==> src/rtl/ctx_pkg.sv <==
// Shared constants, exception codes and FSM state type for the context spill/fill engine.
// Defines `XLEN as 32 when the build does not already provide it.
`ifndef XLEN
`define XLEN 32
`endif

package ctx_pkg;

    localparam int CTX_NREG = 31;

    localparam logic [`XLEN-1:0] CTX_EXC_NONE   = `XLEN'(0);
    localparam logic [`XLEN-1:0] CTX_EXC_HIT    = `XLEN'(1);
    localparam logic [`XLEN-1:0] CTX_EXC_LW     = `XLEN'(2);
    localparam logic [`XLEN-1:0] CTX_EXC_SW     = `XLEN'(3);
    localparam logic [`XLEN-1:0] CTX_EXC_SWLW   = `XLEN'(4);
    localparam logic [`XLEN-1:0] CTX_EXC_SWONLY = `XLEN'(5);

    typedef enum logic [2:0] {
        ST_IDLE,
        ST_WAIT_SPILL,
        ST_SPILL,
        ST_FILL,
        ST_DONE
    } ctx_state_e;

endpackage

==> src/rtl/ctx_spill_fill_perfcnt.sv <==
// Completed spill/fill word counters, wrapping at 2^32.
// Only built when CTX_SPILL_FILL_CNT_EN is defined.
`ifdef CTX_SPILL_FILL_CNT_EN
module ctx_spill_fill_perfcnt (
    input  logic        clk_i,
    input  logic        rst_i,
    input  logic        spill_ack_i,
    input  logic        fill_ack_i,
    output logic [31:0] spill_cnt_o,
    output logic [31:0] fill_cnt_o
);

    logic [31:0] spill_cnt_q, spill_cnt_d;
    logic [31:0] fill_cnt_q, fill_cnt_d;

    always_comb begin
        spill_cnt_d = spill_cnt_q + {31'd0, spill_ack_i};
        fill_cnt_d  = fill_cnt_q + {31'd0, fill_ack_i};
    end

    always_ff @(posedge clk_i) begin
        if (rst_i) begin
            spill_cnt_q <= '0;
            fill_cnt_q  <= '0;
        end else begin
            spill_cnt_q <= spill_cnt_d;
            fill_cnt_q  <= fill_cnt_d;
        end
    end

    assign spill_cnt_o = spill_cnt_q;
    assign fill_cnt_o  = fill_cnt_q;

endmodule
`endif

==> src/rtl/ctx_spill_fill.sv <==
// Context spill/fill engine: spills victim registers to memory and fills a new context.
// Optional word counters are enabled with CTX_SPILL_FILL_CNT_EN.
`ifndef XLEN
`define XLEN 32
`endif

module ctx_spill_fill
    import ctx_pkg::*;
#(
    parameter int ADDR_STRIDE = 4,
    parameter int FIRST_REG   = 1
) (
    input  logic             clk_i,
    input  logic             rst_i,
    input  logic [`XLEN-1:0] exception_i,
    input  logic [`XLEN-1:0] mscratch_addr_i,
    input  logic             spill_valid_i,
    input  logic [`XLEN-1:0] spill_data_i [1:CTX_NREG],
    output logic             mem_req_o,
    output logic             mem_we_o,
    output logic [`XLEN-1:0] mem_addr_o,
    output logic [`XLEN-1:0] mem_wdata_o,
    input  logic             mem_ack_i,
    input  logic [`XLEN-1:0] mem_rdata_i,
    output logic             rf_we_o,
    output logic [4:0]       rf_waddr_o,
    output logic [`XLEN-1:0] rf_wdata_o,
    output logic             busy_o,
    output logic             done_o,
    output logic [31:0]      spill_cnt_o,
    output logic [31:0]      fill_cnt_o
);

    localparam logic [4:0] FIRST_IDX  = 5'(FIRST_REG);
    localparam logic [4:0] LAST_SPILL = 5'(CTX_NREG - 1);
    localparam logic [4:0] LAST_FILL  = 5'(CTX_NREG);

    ctx_state_e       state_q, state_d;
    logic [4:0]       idx_q, idx_d;
    logic [`XLEN-1:0] code_q, code_d;
    logic [`XLEN-1:0] new_base_q, new_base_d;
    logic [`XLEN-1:0] spill_q [1:CTX_NREG];
    logic [`XLEN-1:0] spill_d [1:CTX_NREG];
    logic             rf_we_q, rf_we_d;
    logic [4:0]       rf_waddr_q, rf_waddr_d;
    logic [`XLEN-1:0] rf_wdata_q, rf_wdata_d;

    logic             req, we, done;
    logic [`XLEN-1:0] addr, wdata, offset;
    logic [31:0]      spill_cnt, fill_cnt;

    assign offset = `XLEN'(idx_q) * `XLEN'(ADDR_STRIDE);

    always_comb begin
        state_d    = state_q;
        idx_d      = idx_q;
        code_d     = code_q;
        new_base_d = new_base_q;
        spill_d    = spill_q;
        rf_we_d    = 1'b0;
        rf_waddr_d = '0;
        rf_wdata_d = '0;
        req        = 1'b0;
        we         = 1'b0;
        addr       = '0;
        wdata      = '0;
        done       = 1'b0;
        unique case (state_q)
            ST_IDLE: begin
                unique case (1'b1)
                    (exception_i == CTX_EXC_LW): begin
                        state_d    = ST_FILL;
                        code_d     = exception_i;
                        new_base_d = mscratch_addr_i;
                        idx_d      = FIRST_IDX;
                    end
                    (exception_i == CTX_EXC_SW),
                    (exception_i == CTX_EXC_SWLW),
                    (exception_i == CTX_EXC_SWONLY): begin
                        state_d    = ST_WAIT_SPILL;
                        code_d     = exception_i;
                        new_base_d = mscratch_addr_i;
                    end
                    default: ;
                endcase
            end
            ST_WAIT_SPILL: begin
                if (spill_valid_i) begin
                    spill_d = spill_data_i;
                    idx_d   = FIRST_IDX;
                    state_d = ST_SPILL;
                end
            end
            ST_SPILL: begin
                // element CTX_NREG of the victim frame carries its memory base
                req   = 1'b1;
                we    = 1'b1;
                addr  = spill_q[CTX_NREG] + offset;
                wdata = spill_q[idx_q];
                if (mem_ack_i) begin
                    if (idx_q == LAST_SPILL) begin
                        idx_d   = FIRST_IDX;
                        state_d = (code_q == CTX_EXC_SWLW) ? ST_FILL : ST_DONE;
                    end else begin
                        idx_d = idx_q + 5'd1;
                    end
                end
            end
            ST_FILL: begin
                req  = 1'b1;
                addr = new_base_q + offset;
                if (mem_ack_i) begin
                    rf_we_d    = 1'b1;
                    rf_waddr_d = idx_q;
                    rf_wdata_d = mem_rdata_i;
                    if (idx_q == LAST_FILL) begin
                        state_d = ST_DONE;
                    end else begin
                        idx_d = idx_q + 5'd1;
                    end
                end
            end
            ST_DONE: begin
                done    = 1'b1;
                state_d = ST_IDLE;
            end
            default: state_d = ST_IDLE;
        endcase
    end

    always_ff @(posedge clk_i) begin
        if (rst_i) begin
            state_q    <= ST_IDLE;
            idx_q      <= '0;
            code_q     <= '0;
            new_base_q <= '0;
            spill_q    <= '{default: '0};
            rf_we_q    <= 1'b0;
            rf_waddr_q <= '0;
            rf_wdata_q <= '0;
        end else begin
            state_q    <= state_d;
            idx_q      <= idx_d;
            code_q     <= code_d;
            new_base_q <= new_base_d;
            spill_q    <= spill_d;
            rf_we_q    <= rf_we_d;
            rf_waddr_q <= rf_waddr_d;
            rf_wdata_q <= rf_wdata_d;
        end
    end

`ifdef CTX_SPILL_FILL_CNT_EN
    logic spill_ack, fill_ack;

    assign spill_ack = mem_ack_i & (state_q == ST_SPILL);
    assign fill_ack  = mem_ack_i & (state_q == ST_FILL);

    ctx_spill_fill_perfcnt u_perfcnt (
        .clk_i       (clk_i),
        .rst_i       (rst_i),
        .spill_ack_i (spill_ack),
        .fill_ack_i  (fill_ack),
        .spill_cnt_o (spill_cnt),
        .fill_cnt_o  (fill_cnt)
    );
`else
    assign spill_cnt = '0;
    assign fill_cnt  = '0;
`endif

    // outputs are forced low while reset is asserted, dropping any pending request
    assign mem_req_o   = req & ~rst_i;
    assign mem_we_o    = we & ~rst_i;
    assign mem_addr_o  = rst_i ? '0 : addr;
    assign mem_wdata_o = rst_i ? '0 : wdata;
    assign rf_we_o     = rf_we_q & ~rst_i;
    assign rf_waddr_o  = rst_i ? '0 : rf_waddr_q;
    assign rf_wdata_o  = rst_i ? '0 : rf_wdata_q;
    assign busy_o      = (state_q != ST_IDLE) & ~rst_i;
    assign done_o      = done & ~rst_i;
    assign spill_cnt_o = rst_i ? '0 : spill_cnt;
    assign fill_cnt_o  = rst_i ? '0 : fill_cnt;

endmodule
==> config.mk <==
export PLATFORM = sky130hd
export DESIGN_NAME = ctx_spill_fill
export DESIGN_NICKNAME = d
export VERILOG_FILES = /design/src/rtl/ctx_pkg.sv /design/src/rtl/ctx_spill_fill_perfcnt.sv /design/src/rtl/ctx_spill_fill.sv
export SDC_FILE = /design/constraint.sdc
export NUM_CORES = 2
export LEC_CHECK = 0
export CORE_AREA = 2 2 499 501
export DETAILED_ROUTE_END_ITERATION = 12
export DIE_AREA = 0 0 501 503
export GPL_TIMING_DRIVEN = 0
export PLACE_DENSITY = 0.43
export SLEW_MARGIN = 20
export SYNTH_ARGS = -nofsm -noshare
export SYNTH_HDL_FRONTEND = slang
export SYNTH_SLANG_ARGS = --single-unit
export TNS_END_PERCENT = 20
==> constraint.sdc <==
create_clock -name clk_i -period 6.5 [get_ports clk_i]
set_input_delay 1.3 -clock clk_i [delete_from_list [all_inputs] [get_ports clk_i]]
set_output_delay 1.3 -clock clk_i [all_outputs]
set_load 0.03 [all_outputs]
==> flow_metrics.env <==
export IMPL_grt_overflow=0
export IMPL_drt_total_wl_um=309000
export IMPL_max_vdd_ir_drop_v=0.000211
export IMPL_drive_gt1_share_pct=10.7
export IMPL_io_buffers=1196
export IMPL_syn_area_per_cell_um2=8.44
export IMPL_whs_path_depth=2
export IMPL_vias=47419
export IMPL_synth_seq_cells=1102
export IMPL_drv_cap=0
export IMPL_grt_max_degree=20
export IMPL_syn_to_final_growth_pct=45.1
export IMPL_synth_area_mm2=0.0476
export IMPL_max_slew_margin_rel_pct=28.2
export IMPL_worst_pin_slew_ps=1080
export IMPL_die_h_um=503
export IMPL_critPathCaptureType="output port"
export IMPL_hpwlAfterDp_um=261000
export IMPL_syn_inst=5637
export IMPL_ys_flop_type="dfxtp_1"
export IMPL_path_cells="buf_4, buf_6, buf_4, buf_2, clkbuf_1, a221oi_1, nor3_2, a21oi_1, o22ai_2, clkdlybuf4s50_1"
export IMPL_postSynth_asyncResetShare_pct=0
export IMPL_finalMaxSlewViolations=0
export IMPL_max_freq_mhz=158
export IMPL_whs_endpoint="spill_q[283]$_SDFFE_PP0P_"
export IMPL_tns_ps=0
export IMPL_initial_core_util_pct=19.2
export IMPL_yosysWarningCount=0
export IMPL_rrSetupSlack_ps=2240
export IMPL_gp_congestion=0.948
export IMPL_path_delay_family="buffers and inverters"
export IMPL_postRouteAntennaNets=0
export IMPL_whs_ps=451
export IMPL_drt_pass1_iter_count=5
export IMPL_ys_seq_area_share_pct=46.4
export IMPL_slowest_stage="clkdlybuf4s50_1"
export IMPL_core_area_mm2=0.247
export IMPL_clockBufferDepth=3
export IMPL_nNetsFinal=8139
export IMPL_initialDrtViolationCount=3671
export IMPL_rsz0062_at_grt="false"
export IMPL_path_max_fanout=10
export IMPL_drt_wirelength_per_cell_um=29.7
export IMPL_stdcell_count=10415
export IMPL_clkSinkCount=1102
export IMPL_grt_pass1_vias=47375
export IMPL_reg2reg_to="state_q[0]$_SDFFE_PP0P_"
export IMPL_synth_edf_count=0
export IMPL_finalSetupViolCount=0
export IMPL_hold_start="spill_q[283]$_SDFFE_PP0P_"
export IMPL_status="finished, final reports clean"
export IMPL_grt_use_total_pct=23.6
export IMPL_hold_path_class="reg -> reg"
export IMPL_cp_required_ps=5200
export IMPL_die_w_um=501
export IMPL_arrival_ps=5030
export IMPL_path_class="reg -> out"
export IMPL_fin_skew_ps=22.0
export IMPL_cts_tree="yes"
export IMPL_critical_path_max_stage_delay_ps=750
export IMPL_power_density_mw_per_mm2=248
export IMPL_dieArea_mm2=0.252
export IMPL_r2r_start="idx_q[3]$_SDFFE_PP0P_"
export IMPL_ys_types=55
export IMPL_drc=0
export IMPL_top_level_ports=1262
export IMPL_cts_buffers=138
export IMPL_core_rowCount=183
export IMPL_period_share_pct=97.4
export IMPL_cpMostUsedCell="buf_4"
export IMPL_clock_root_buffer="clkbuf_16"
export IMPL_h_tree_depth=4
export IMPL_power_mw=17.1
export IMPL_crit_path_start_kind="flop"
export IMPL_hold_viol_final=0
export IMPL_cts_hold_buffers=0
export IMPL_vias_per_cell=4.55
export IMPL_cp_num_buf_inv=6
export IMPL_r2r_cells=11
export IMPL_clock_latency_ps=800
export IMPL_place_inst=10136
export IMPL_antenna_found_initial=105
export IMPL_clk_pin_slew_ps=60
export IMPL_period_minus_slack_ps=6330
export IMPL_p_leak_nw=22.9
export IMPL_grt_pass1_wl_um=407000
[layout by cell type (no fill, tap or decap), drive strengths merged, types with 46 or more instances in the layout]
cell type      synthesis  layout
clkdlybuf4s50          0    1172
clkbuf               340     540
nand2               2092    2092
conb                   1      64
mux4                 256     256
buf                  191     192
mux2                  66      66
clkinv                32      60
a21oi               1071    1071
dfxtp               1102    1102
nor3                  46      46
nor2b                 74      74
[how the worst max path moves through the flow]
stage	cells past startpoint	endpoint	slack, ps	start
2_1_floorplan	16	mem_addr_o[12]	1620	state_q[2]$_SDFFE_PP0P_
3_3_place_gp	10	mem_wdata_o[23]	-790	idx_q[1]$_SDFFE_PP0P_
3_5_place_dp	10	mem_wdata_o[23]	-790	idx_q[1]$_SDFFE_PP0P_
4_1_cts	16	mem_addr_o[30]	-50	state_q[0]$_SDFFE_PP0P_
5_1_grt	15	mem_addr_o[16]	3	state_q[2]$_SDFFE_PP0P_
6_report	10	mem_wdata_o[11]	170	idx_q[1]$_SDFFE_PP0P_
[flip-flops by register name, summed over array words and instances (netlist names)]
signal      flops
code_q         32
idx_q           5
new_base_q     32
rf_waddr_q      5
rf_wdata_q     32
rf_we_q         1
spill_q       992
state_q         3
[kinds of logic after synthesis]
family	share of synthesized area [%]
compound gates	12.8
xor+xnor	0.405
fa+ha+maj	0.279
buf+inv	5.47
flops	46.4
mux	14.2
other cells	0.00789
simple gates	20.4
[cell usage after synthesis (3+ instances only)]
cell,count,share of area [%]
nor2_1,44,0.35
a21o_1,3,0.047
nand3_1,25,0.26
a31o_2,3,0.055
xnor2_1,13,0.24
nand2_1,2092,17
or3_1,4,0.053
and3_1,38,0.50
mux2_2,65,1.5
clkbuf_1,340,2.7
mux2i_1,26,0.55
buf_4,69,1.1
ha_1,9,0.24
o22ai_1,32,0.42
and2_1,41,0.54
buf_6,12,0.28
dfxtp_1,1102,46
buf_1,24,0.19
buf_2,86,0.91
mux4_2,256,12
nand2b_1,3,0.039
inv_1,8,0.063
nor3b_1,4,0.063
nor2b_1,74,0.97
a221oi_1,34,0.63
a21oi_1,1071,11
nor4_1,17,0.22
o21ai_0,9,0.095
nor3_1,46,0.48
xor2_1,9,0.17
nand3b_1,3,0.047
clkinv_1,32,0.25
a31oi_1,3,0.039
nand4_1,15,0.20
[cell type report]
class                   count  area [um2]
diodes                     34        85.1
well taps                3237        4050
plain buffers             529        2470
repair buffers           1199       12000
inverters                  40         150
multi-input cells        4027       23400
fillers                 26506      178000
flip-flops and latches   1102       22100
clock inverters            50         769
clock buffers             197        3990
[report_power, final]
group / switching, mW / internal [mW] / total [mW]
Sequential: 0.0912 / 6.88 / 6.97
Combinational: 1.07 / 0.925 / 1.99
Clock: 3.37 / 4.76 / 8.13
Total: 4.53 / 12.6 / 17.1
[worst reg2reg max path, delay by kind of cell, from the launching register on]
kind            cells  cell delay, ps
compound gates      3             480
flops               1             520
fa+ha+maj           1             180
simple gates        4            1040
buf+inv             3            1990
[per-stage QoR]
| stage | instance area (um2) | util (%) | worst slack, ps |
|---|---|---|---|
| 2_1_floorplan | 47800 | - | 1620 |
| 3_3_place_gp | 63800 | 25.8 | -786 |
| 3_5_place_dp | 63900 | 25.9 | -792 |
| 4_1_cts | 68900 | 27.9 | -50.1 |
| 5_1_grt | 68900 | 27.9 | 2.92 |
| 6_report | 69000 | 27.9 | 169 |
[per-layer routing]
| metal | up-vias | routed length (um) | track usage (%) |
|---|---|---|---|
| li1 | 21766 | - | - |
| met1 | 23172 | 130000 | 29.7 |
| met2 | 1990 | 149000 | 40.5 |
| met3 | 415 | 18800 | 4.49 |
| met4 | 76 | 10500 | 7.65 |
| met5 | - | 506 | 0 |
[timing repair]
action	CTS	global route
buffers inserted	0	0
endpoints found under the hold margin	0	0
setup endpoints to repair	49	18
pin swaps	0	0
resized for setup	65	21
cloned	0	0
Power figures use the tool's default switching activity.
